$ cat config.mk
export PLATFORM = sky130hd
export DESIGN_NAME = dma_task_sequencer
export DESIGN_NICKNAME = d
export VERILOG_FILES = /design/src/rtl/dma_seq_pkg.sv /design/src/rtl/dma_seq_timer.sv /design/src/rtl/dma_task_sequencer.sv
export SDC_FILE = /design/constraint.sdc
export NUM_CORES = 1
export LEC_CHECK = 0
export ABC_AREA = 0
export BUFFER_PORTS_ARGS = -buffer_cell sky130_fd_sc_hd__buf_2
export CORE_UTILIZATION = 44
export CTS_BUF_LIST = sky130_fd_sc_hd__clkbuf_16
export DETAILED_ROUTE_END_ITERATION = 12
export HOLD_SLACK_MARGIN = 0.03
export PLACE_DENSITY = 0.83
export SYNTH_ARGS = -nofsm -noshare
export SYNTH_HDL_FRONTEND = slang
export SYNTH_SLANG_ARGS = --single-unit
$ cat constraint.sdc
create_clock -name clk -period 1.9 [get_ports clk]
set_input_delay 0 -clock clk [delete_from_list [all_inputs] [get_ports clk]]
set_output_delay 0 -clock clk [all_outputs]
set_load 0.005 [all_outputs]
$ cat src/rtl/dma_seq_pkg.sv
// Shared types and constants for the DMA task sequencer.
//   - One-hot init task codes driven on slaveInit.
//   - Task order table (step index -> one-hot task) and channel-enable helpers.
//   - Status codes reported to bank1 and the sequencer FSM encoding.
package dma_seq_pkg;

    localparam int unsigned TASK_CNT = 6;
    localparam int unsigned STEP_CNT = 6;

    typedef logic [TASK_CNT-1:0] task_vec_t;
    typedef logic [2:0]          step_t;
    typedef logic [1:0]          status_t;

    localparam task_vec_t TASK_SRC_CTRL = 6'b000001;
    localparam task_vec_t TASK_SRC_ADDR = 6'b000010;
    localparam task_vec_t TASK_SRC_SIZE = 6'b000100;
    localparam task_vec_t TASK_DES_CTRL = 6'b001000;
    localparam task_vec_t TASK_DES_ADDR = 6'b010000;
    localparam task_vec_t TASK_DES_SIZE = 6'b100000;

    localparam status_t ST_IDLE = 2'b00;
    localparam status_t ST_BUSY = 2'b01;
    localparam status_t ST_DONE = 2'b10;
    localparam status_t ST_ERR  = 2'b11;

    typedef enum logic [2:0] {
        StIdle,
        StLoad,
        StWait,
        StGap,
        StDone
    } seq_state_e;

    typedef struct packed {
        logic  found;
        step_t step;
    } step_pick_t;

    // S2MM is armed before MM2S; each channel's size write goes last because it
    // kicks the channel off.
    function automatic task_vec_t task_at(input step_t step);
        task_vec_t t;
        case (step)
            3'd0:    t = TASK_DES_CTRL;
            3'd1:    t = TASK_DES_ADDR;
            3'd2:    t = TASK_DES_SIZE;
            3'd3:    t = TASK_SRC_CTRL;
            3'd4:    t = TASK_SRC_ADDR;
            3'd5:    t = TASK_SRC_SIZE;
            default: t = '0;
        endcase
        return t;
    endfunction

    // Steps 0..2 are des-channel tasks (mode[1]), steps 3..5 src-channel (mode[0]).
    function automatic logic step_enabled(input step_t step, input logic [1:0] mode);
        return (step < 3'd3) ? mode[1] : mode[0];
    endfunction

    // First enabled step at or after 'from'; found=0 when nothing is left.
    function automatic step_pick_t find_step(input step_t from, input logic [1:0] mode);
        step_pick_t pick;
        pick = '0;
        for (int unsigned i = 0; i < STEP_CNT; i++) begin
            if (!pick.found && step_t'(i) >= from && step_enabled(step_t'(i), mode)) begin
                pick.found = 1'b1;
                pick.step  = step_t'(i);
            end
        end
        return pick;
    endfunction

endpackage

$ cat src/rtl/dma_seq_timer.sv
// Cycle counters for the DMA task sequencer.
//   clk, reset   clock, synchronous active-low reset
//   prof_clear   zero the profile counter (transfer accept)
//   prof_en      count this cycle (sequencer busy)
//   profile      saturating cycle count
// With DMA_SEQ_TIMEOUT_EN defined a per-task watchdog is added:
//   wd_en        sequencer is waiting on a task; counter is zero whenever low
//   wd_timeout   this is the TIMEOUT_CYCLES-th consecutive waiting cycle
module dma_seq_timer #(
    parameter int unsigned PROFILE_WIDTH = 32
`ifdef DMA_SEQ_TIMEOUT_EN
    , parameter int unsigned TIMEOUT_CYCLES = 4096
`endif
) (
    input  logic                     clk,
    input  logic                     reset,
    input  logic                     prof_clear,
    input  logic                     prof_en,
`ifdef DMA_SEQ_TIMEOUT_EN
    input  logic                     wd_en,
    output logic                     wd_timeout,
`endif
    output logic [PROFILE_WIDTH-1:0] profile
);

    logic [PROFILE_WIDTH-1:0] prof_q, prof_d;

    always_comb begin
        prof_d = prof_q;
        if (prof_clear) begin
            prof_d = '0;
        end else if (prof_en && prof_q != '1) begin
            prof_d = prof_q + PROFILE_WIDTH'(1);
        end
    end

    always_ff @(posedge clk) begin
        if (!reset) begin
            prof_q <= '0;
        end else begin
            prof_q <= prof_d;
        end
    end

    assign profile = prof_q;

`ifdef DMA_SEQ_TIMEOUT_EN
    localparam int unsigned WdWidth = (TIMEOUT_CYCLES > 1) ? $clog2(TIMEOUT_CYCLES) : 1;

    logic [WdWidth-1:0] wd_q, wd_d;

    // Held at zero outside WAIT, so every WAIT entry starts a fresh count.
    always_comb begin
        wd_d = '0;
        if (wd_en) begin
            wd_d = wd_q + WdWidth'(1);
        end
    end

    always_ff @(posedge clk) begin
        if (!reset) begin
            wd_q <= '0;
        end else begin
            wd_q <= wd_d;
        end
    end

    assign wd_timeout = wd_en && (wd_q == WdWidth'(TIMEOUT_CYCLES - 1));
`endif

endmodule

$ cat src/rtl/dma_task_sequencer.sv
// Sequences one DMA slot transfer through the AXI-Lite write master.
//   clk, reset                 clock, synchronous active-low reset
//   seq_start / seq_ready      start request, accepted only while idle
//   seq_mode                   [0] run src (MM2S) tasks, [1] run des (S2MM) tasks
//   in_src_* / in_des_*        slot addresses and sizes, latched at accept
//   out_src_* / out_des_*      latched slot, stable for the whole transfer
//   slaveInit / slaveFinInit   one-hot task request / completion pulse
//   seq_done, seq_status       completion pulse; 00 idle, 01 busy, 10 done, 11 error
//   seq_profile                saturating cycles from LOAD through DONE
// Optional macro DMA_SEQ_TIMEOUT_EN adds a per-task watchdog (TIMEOUT_CYCLES).
module dma_task_sequencer
    import dma_seq_pkg::*;
#(
    parameter int unsigned GLOB_ADDR_WIDTH      = 32,
    parameter int unsigned BANK1_DST_ADDR_WIDTH = 32,
    parameter int unsigned BANK1_DST_SIZE_WIDTH = 26,
    parameter int unsigned BANK1_STATUS_WIDTH   = 2,
    parameter int unsigned BANK1_PROFILE_WIDTH  = 32,
    parameter int unsigned DMA_INIT_TASK_CNT    = 6
`ifdef DMA_SEQ_TIMEOUT_EN
    , parameter int unsigned TIMEOUT_CYCLES = 4096
`endif
) (
    input  logic                            clk,
    input  logic                            reset,
    input  logic                            seq_start,
    output logic                            seq_ready,
    input  logic [1:0]                      seq_mode,
    input  logic [BANK1_DST_ADDR_WIDTH-1:0] in_src_addr,
    input  logic [BANK1_DST_SIZE_WIDTH-1:0] in_src_size,
    input  logic [BANK1_DST_ADDR_WIDTH-1:0] in_des_addr,
    input  logic [BANK1_DST_SIZE_WIDTH-1:0] in_des_size,
    output logic [BANK1_DST_ADDR_WIDTH-1:0] out_src_addr,
    output logic [BANK1_DST_SIZE_WIDTH-1:0] out_src_size,
    output logic [BANK1_DST_ADDR_WIDTH-1:0] out_des_addr,
    output logic [BANK1_DST_SIZE_WIDTH-1:0] out_des_size,
    output logic [DMA_INIT_TASK_CNT-1:0]    slaveInit,
    input  logic [DMA_INIT_TASK_CNT-1:0]    slaveFinInit,
    output logic                            seq_done,
    output logic [BANK1_STATUS_WIDTH-1:0]   seq_status,
    output logic [BANK1_PROFILE_WIDTH-1:0]  seq_profile
);

    if (BANK1_DST_ADDR_WIDTH > GLOB_ADDR_WIDTH) begin : g_bad_addr_width
        $error("slot address wider than the AXI address bus");
    end
    if (DMA_INIT_TASK_CNT != TASK_CNT || BANK1_STATUS_WIDTH != 2) begin : g_bad_cfg
        $error("task vector must be 6 bits and status 2 bits");
    end

    seq_state_e                   state_q, state_d;
    step_t                        step_q, step_d;
    logic [1:0]                   mode_q;
    logic [DMA_INIT_TASK_CNT-1:0] slave_init_q, slave_init_d;
    status_t                      status_q, status_d;
    step_t                        search_from;
    step_pick_t                   pick;
    logic                         accept;
`ifdef DMA_SEQ_TIMEOUT_EN
    logic                         wd_timeout;
`endif

    assign seq_ready = (state_q == StIdle);
    assign accept    = seq_start && seq_ready;

    // From LOAD search starts at step 0; from GAP just past the task that finished.
    assign search_from = (state_q == StGap) ? step_q + 3'd1 : 3'd0;
    assign pick        = find_step(search_from, mode_q);

    always_comb begin
        state_d      = state_q;
        step_d       = step_q;
        slave_init_d = slave_init_q;
        status_d     = status_q;
        unique case (state_q)
            StIdle: begin
                if (accept) begin
                    state_d  = StLoad;
                    status_d = ST_BUSY;
                end
            end
            StLoad, StGap: begin
                if (pick.found) begin
                    state_d      = StWait;
                    step_d       = pick.step;
                    slave_init_d = DMA_INIT_TASK_CNT'(task_at(pick.step));
                end else begin
                    state_d  = StDone;
                    status_d = ST_DONE;
                end
            end
            StWait: begin
                if (slaveFinInit == slave_init_q) begin
                    state_d      = StGap;
                    slave_init_d = '0;
                end else if (|slaveFinInit) begin
                    state_d      = StDone;
                    slave_init_d = '0;
                    status_d     = ST_ERR;
                end
`ifdef DMA_SEQ_TIMEOUT_EN
                else if (wd_timeout) begin
                    state_d      = StDone;
                    slave_init_d = '0;
                    status_d     = ST_ERR;
                end
`endif
            end
            StDone: begin
                state_d = StIdle;
            end
            default: begin
                state_d      = StIdle;
                slave_init_d = '0;
            end
        endcase
    end

    always_ff @(posedge clk) begin
        if (!reset) begin
            state_q      <= StIdle;
            step_q       <= '0;
            mode_q       <= '0;
            slave_init_q <= '0;
            status_q     <= ST_IDLE;
            out_src_addr <= '0;
            out_src_size <= '0;
            out_des_addr <= '0;
            out_des_size <= '0;
        end else begin
            state_q      <= state_d;
            step_q       <= step_d;
            slave_init_q <= slave_init_d;
            status_q     <= status_d;
            if (accept) begin
                mode_q       <= seq_mode;
                out_src_addr <= in_src_addr;
                out_src_size <= in_src_size;
                out_des_addr <= in_des_addr;
                out_des_size <= in_des_size;
            end
        end
    end

    dma_seq_timer #(
        .PROFILE_WIDTH  (BANK1_PROFILE_WIDTH)
`ifdef DMA_SEQ_TIMEOUT_EN
        , .TIMEOUT_CYCLES (TIMEOUT_CYCLES)
`endif
    ) u_timer (
        .clk        (clk),
        .reset      (reset),
        .prof_clear (accept),
        .prof_en    (state_q != StIdle),
`ifdef DMA_SEQ_TIMEOUT_EN
        .wd_en      (state_q == StWait),
        .wd_timeout (wd_timeout),
`endif
        .profile    (seq_profile)
    );

    assign slaveInit  = slave_init_q;
    assign seq_done   = (state_q == StDone);
    assign seq_status = BANK1_STATUS_WIDTH'(status_q);

endmodule

; ---- After elaboration in Yosys (flattened, before gate mapping)
; Cells that the tools add are included.
[totals]
elab_cells = 89
ff_bits = 164
[classes]
add_sub_neg = 2
magnitude_cmp = 6
reduce_logical = 30
bitwise = 2
n_eq_ne = 17
n_mux = 22
[ops]
columns = op, n
row1 = $pmux 6 s6, 1
row2 = $add 32x1->32 const B, 1
row3 = $ne 32x32->1 const B, 1
row4 = $mux 4, 6
row5 = $mux 6, 3
row6 = $pmux 6 s3, 1
row7 = $mux 3, 5
row8 = $logic_and 1x1->1, 13
row9 = $eq 3x2->1 const B, 4
row10 = $eq 3x3->1 const B, 3
row11 = $pmux 3 s3, 1
row12 = $mux 2, 4
row13 = $ne 2x2->1 const B, 4
row14 = $eq 3x1->1 const B, 2
row15 = $eq 6x6->1, 1
row16 = $ge 1x3->1 const A, 2
row17 = $ge 2x3->1 const A, 2
row18 = $ge 3x3->1 const A, 2
row19 = $logic_not 3->1, 2
row20 = $pmux 2 s3, 1
row21 = $reduce_bool 3->1, 2
row22 = $reduce_or 2->1, 3
row23 = $reduce_or 6->1, 1
row24 = $logic_not 1->1, 5
row25 = other kinds (7), 9

; ---- Longest topological paths before layout
[logic_depth]
depth_word = 29
depth_mapped = 8
depth_no_buf = 6

; ---- Hierarchy
; A second synthesis with hierarchy kept.
[unflattened]
hier_cells = 823
area_unflattened_um2 = 6914.1
[modules_own_cells]
columns = module, seq_area_each_um2, instances, area_per_inst_um2, cells_per_inst
row1 = dma_task_sequencer, 2642.5, 1, 5246.3, 620
row2 = dma_seq_timer, 640.6, 1, 1667.8, 203

; ---- Worst setup path before layout
; OpenSTA, ideal clock, no wires.
[synth_path]
path_kind = flip-flop to flip-flop
startpoint = reg u_timer.prof_q[3] (netlist: u_timer.profile[3])
endpoint = reg u_timer.prof_q[3] (netlist: u_timer.profile[3])
slack_ns = -0.003
path_stages_with_launch = 8
period_less_slack_ns = 1.903
n_path_buf = 2
required_time_ns = 1.832
arrival_time_ns = 1.835
path_cell_list = dfxtp_1 nand4_4 or4_4 nor3_2 buf_6 buf_12 o21ai_1 a21oi_2
[synth_via]
elab_chain_len = 2
word_cells_on_any_way = 3
cone_classes = add/sub: 1 / eq/ne: 1 / reduce/logical: 1
[synth_rtl]
columns = element, line
row1 = "start, declared", dma_seq_timer.sv:26  ; logic [PROFILE_WIDTH-1:0] prof_q, prof_d;
row2 = "start signal, assigned", dma_seq_timer.sv:41  ; prof_q <= prof_d;
row3 = "parallel branches: the longest is 2 deep, another holds $add 32x1->32", -
; Several ways; the timed one is not identified.
; A chain may end at the register's enable or synchronous reset.

; ---- Worst setup path after layout
[layout_path]
startpoint = reg u_timer.prof_q[11] (netlist: u_timer.profile[11])
endpoint = reg u_timer.prof_q[4] (netlist: u_timer.profile[4])
[layout_via]
elab_chain_len = 2
[layout_rtl]
columns = element, line
row1 = $ne 32x32->1, dma_seq_timer.sv:32  ; end else if (prof_en && prof_q != '1) begin
row2 = $logic_and 1x1->1, dma_seq_timer.sv:32
; Every way passes these cells.

==> impl_metrics.csv <==
group,metric,value,unit
run_status,status,"finished clean",
clocking,cts_buffer_depth,2,
timing,finalHoldWorstSlack,78.0,ps
logic_synthesis,syn_area_per_cell,8.25,um2
global_route,grt_antenna_before_repair,0,
timing,hold_violations,0,
pwr,irDropWorstVdd,0.595,mV
logic_synthesis,yosys_most_used_dff,"dfxtp_1",
layout,drive_gt1_frac,0.333,
die,die_h,127,um
detailed_routing,dr.pass1.iters,6,
timing,rsz0062_at_grt,"yes",
pwr,p_leak,4.76,nW
placed_design,place_area,8790,um2
layout,design_area,10700,um2
setup_path,path_depth,6,
setup_path,critPathLaunchType,"flip-flop",
logic_synthesis,postSynthCellCount,837,
timing,period_share,0.999,
die,dieWidth,127,um
clocking,cts.clk_slew.worst_paths,70,ps
clocking,root_buffer,"clkbuf_16",
timing,slew_headroom,0.615,
placed_design,dp_cells,1327,
flow_run,drv_cap,0,
timing,tightestPinTransition,577,ps
timing,fin_crit,1900,ps
layout,fillers,1051,
placed_design,port_buffers,284,
timing,setup_tns,0,ps
logic_synthesis,ys_seq_area_frac,0.476,
worst_hold_path,hold_path.startpoint,"slaveFinInit[2]",
setup_path,crit_slowest_cell,"or4_4",
detailed_routing,drt_iter0_drc,657,
setup_path,cpLargestDelayFamily,"simple AND/OR/NAND/NOR gates",
logic_synthesis,ys_top_cells_by_area,"dfxtp_1, nand2_1, a21boi_0",
setup_path,rr_startpoint,"u_timer.profile[11]$_SDFFE_PP0P_",
clocking,insertion_delay,430,ps
die,design.core.area,15300,um2
setup_path,slowest_delay,590,ps
setup_path,crit_arrival,2210,ps
die,rows,45,
pwr,power_density,778,nW/um2
timing,finClkSkew,12.6,ps
logic_synthesis,synth_top_cell_by_area,"dfxtp_1",
setup_path,path_buf_inv,1,
logic_synthesis,synthesis.area,6900,um2
global_route,grt_pass1_wl,39800,um
setup_path,cp_max_fo,21,
logic_synthesis,ys_seq_elements,164,
timing,final_max_slew_viol_count,0,
logic_synthesis,synth.top_cell.area_share,0.476,
die,start_util,0.452,
setup_path,crit_chain,"nand4_1 -> or4_4 -> nor3_4 -> buf_12 -> or3_1 -> a21oi_2",
logic_synthesis,ys_types,58,
global_route,overflow,0,
timing,setup_viol,0,
logic_synthesis,async_flop_share,0,
detailed_routing,drc,0,
detailed_routing,vias_per_cell,5.45,
logic_synthesis,ys_warn_count,0,
logic_synthesis,synth_edf_count,0,
logic_synthesis,synth_compound_area_frac,0.214,
detailed_routing,antenna_left,0,
layout,antenna_cells,0,
layout,fin_cells,1483,
clocking,cts_sinks,164,
placed_design,place.gp.congestion,0.870,
detailed_routing,vias,8076,
die,die-area,16200,um2
layout,nets,1388,
layout,area_delta_synth_final,55.3,%
setup_path,cp-end-kind,"flip-flop",
clocking,cts_max_level,4,
timing,timing.fmax,527,MHz
clocking,numCtsBuffers,17,
setup_path,ff2ff_path_depth,6,
logic_synthesis,synth_xor_area_frac,0.0127,
setup_path,startpoint,"u_timer.profile[11]$_SDFFE_PP0P_",
logic_synthesis,synth-adder-area-share,0.00362,
clocking,cts_tree,"built",
setup_path,crit_type,"reg -> reg",
logic_synthesis,synth-simple-area-share,0.253,
setup_path,required,2210,ps
worst_hold_path,hp-class,"in -> reg",
detailed_routing,wire_per_inst,17.3,um
logic_synthesis,synthesis.nets,966,
die,io_pins,285,
global_route,grt_pass1_vias,8009,
layout,final_core_util,0.703,
global_route,grt_usage,0.312,
logic_synthesis,synth.area.mux_share,0.00435,
logic_synthesis,synth_top_family_by_area,"simple AND/OR/NAND/NOR gates",
placed_design,hpwl,13900,um
detailed_routing,totalWireLength,25700,um
global_route,grt_max_degree,78,
worst_hold_path,hold_depth,5,
[registers in the layout, indices dropped and copies added, names as in the netlist]
name / count
out_des_addr: 32
out_src_addr: 32
u_timer.profile: 32
out_des_size: 26
out_src_size: 26
slaveInit: 6
state_q: 3
step_q: 3
mode_q: 2
seq_status: 2
[placed cells by master (no fill, tap or decap), types with 5 or more instances in the layout]
master,n
a21boi_0,120
a21oi_1,17
a21oi_2,10
buf_2,284
buf_4,52
clkbuf_16,17
dfxtp_1,152
dfxtp_2,12
dlygate4sd3_1,119
nand2_1,271
nand2b_1,7
nand3_1,12
nand4_1,11
nor2_1,20
nor2b_1,5
nor3_1,6
o21ai_0,13
o21ai_1,7
o31ai_1,6
or3_1,14
or4_1,9
xor2_1,8
[power breakdown]
group	switching (mW)	internal (mW)
Combinational	0.622	0.577
Sequential	0.108	3.62
Clock	1.58	1.84
Total	2.31	6.04
[metrics by stage]
| stage | setup slack, ps | power (mW) |
|---|---|---|
| 6_report | 2.08 | 8.35 |
| 4_1_cts | 14.3 | 8.25 |
| 3_3_place_gp | 76.9 | 4.68 |
| 5_1_grt | -74.7 | 8.63 |
| 3_5_place_dp | 14.0 | 4.70 |
| 2_1_floorplan | 5.47 | 4.24 |
[cells in the mapped netlist (all sizes together) (9+ instances only)]
library cell	n
o21ai	22
nand4	12
clkbuf	45
nand3	14
buf	11
nor3	10
xor2	9
nor2	23
or3	15
or4	11
nand2	273
a21oi	27
dfxtp	164
a21boi	120
[logic make-up after synthesis]
family / Yosys count
flip-flops: 164
multiplexers: 3
adder cells (fa/ha/maj): 2
buffers and inverters: 61
XOR/XNOR: 10
AND/OR/NAND/NOR: 392
AO/OA/AOI/OAI: 205
[cell type report]
cell class              count  area, um2  share of cell area
clock inverters            15        148              0.0138
clock buffers              17        425              0.0397
well taps                 211        264              0.0246
multi-input cells         612       3500               0.326
inverters                   5       18.8             0.00175
flip-flops and latches    164       3300               0.308
repair buffers            459       3070               0.287
[timing repair]
| item | CTS | global route |
|---|---|---|
| endpoints found under the hold margin | 128 | 0 |
| hold buffers | 119 | 0 |
| setup buffers | 0 | 4 |
| endpoints found under the setup margin | 1 | 62 |
| gates resized for setup | 1 | 39 |
| gates cloned | 0 | 1 |
| pin swaps | 0 | 6 |
[per-layer routing]
metal  vias up  track usage  wire length, um
met5         -            0                0
met2       469        0.530            12600
met3       160       0.0812             2030
met4         0        0.232             1760
met1      3745        0.334             9320
li1       3702            -                -
[tightest hold or removal path, cell delays in order]
cell	delay, ps
buf_2	90
nor2_1	50
nand2_1	120
a211o_1	140
a21oi_1	60
[path summary, 6_finish.rpt]
path                                                   endpoint  slack (ps)
worst max-delay path            u_timer.profile[4]$_SDFFE_PP0P_           2
worst min-delay path                    state_q[1]$_SDFFE_PN0P_          80
worst max register to register  u_timer.profile[4]$_SDFFE_PP0P_           2
worst min register to register    out_des_size[21]$_SDFFE_PN0P_         460
Note: power is estimated with default switching activity, not from simulation.
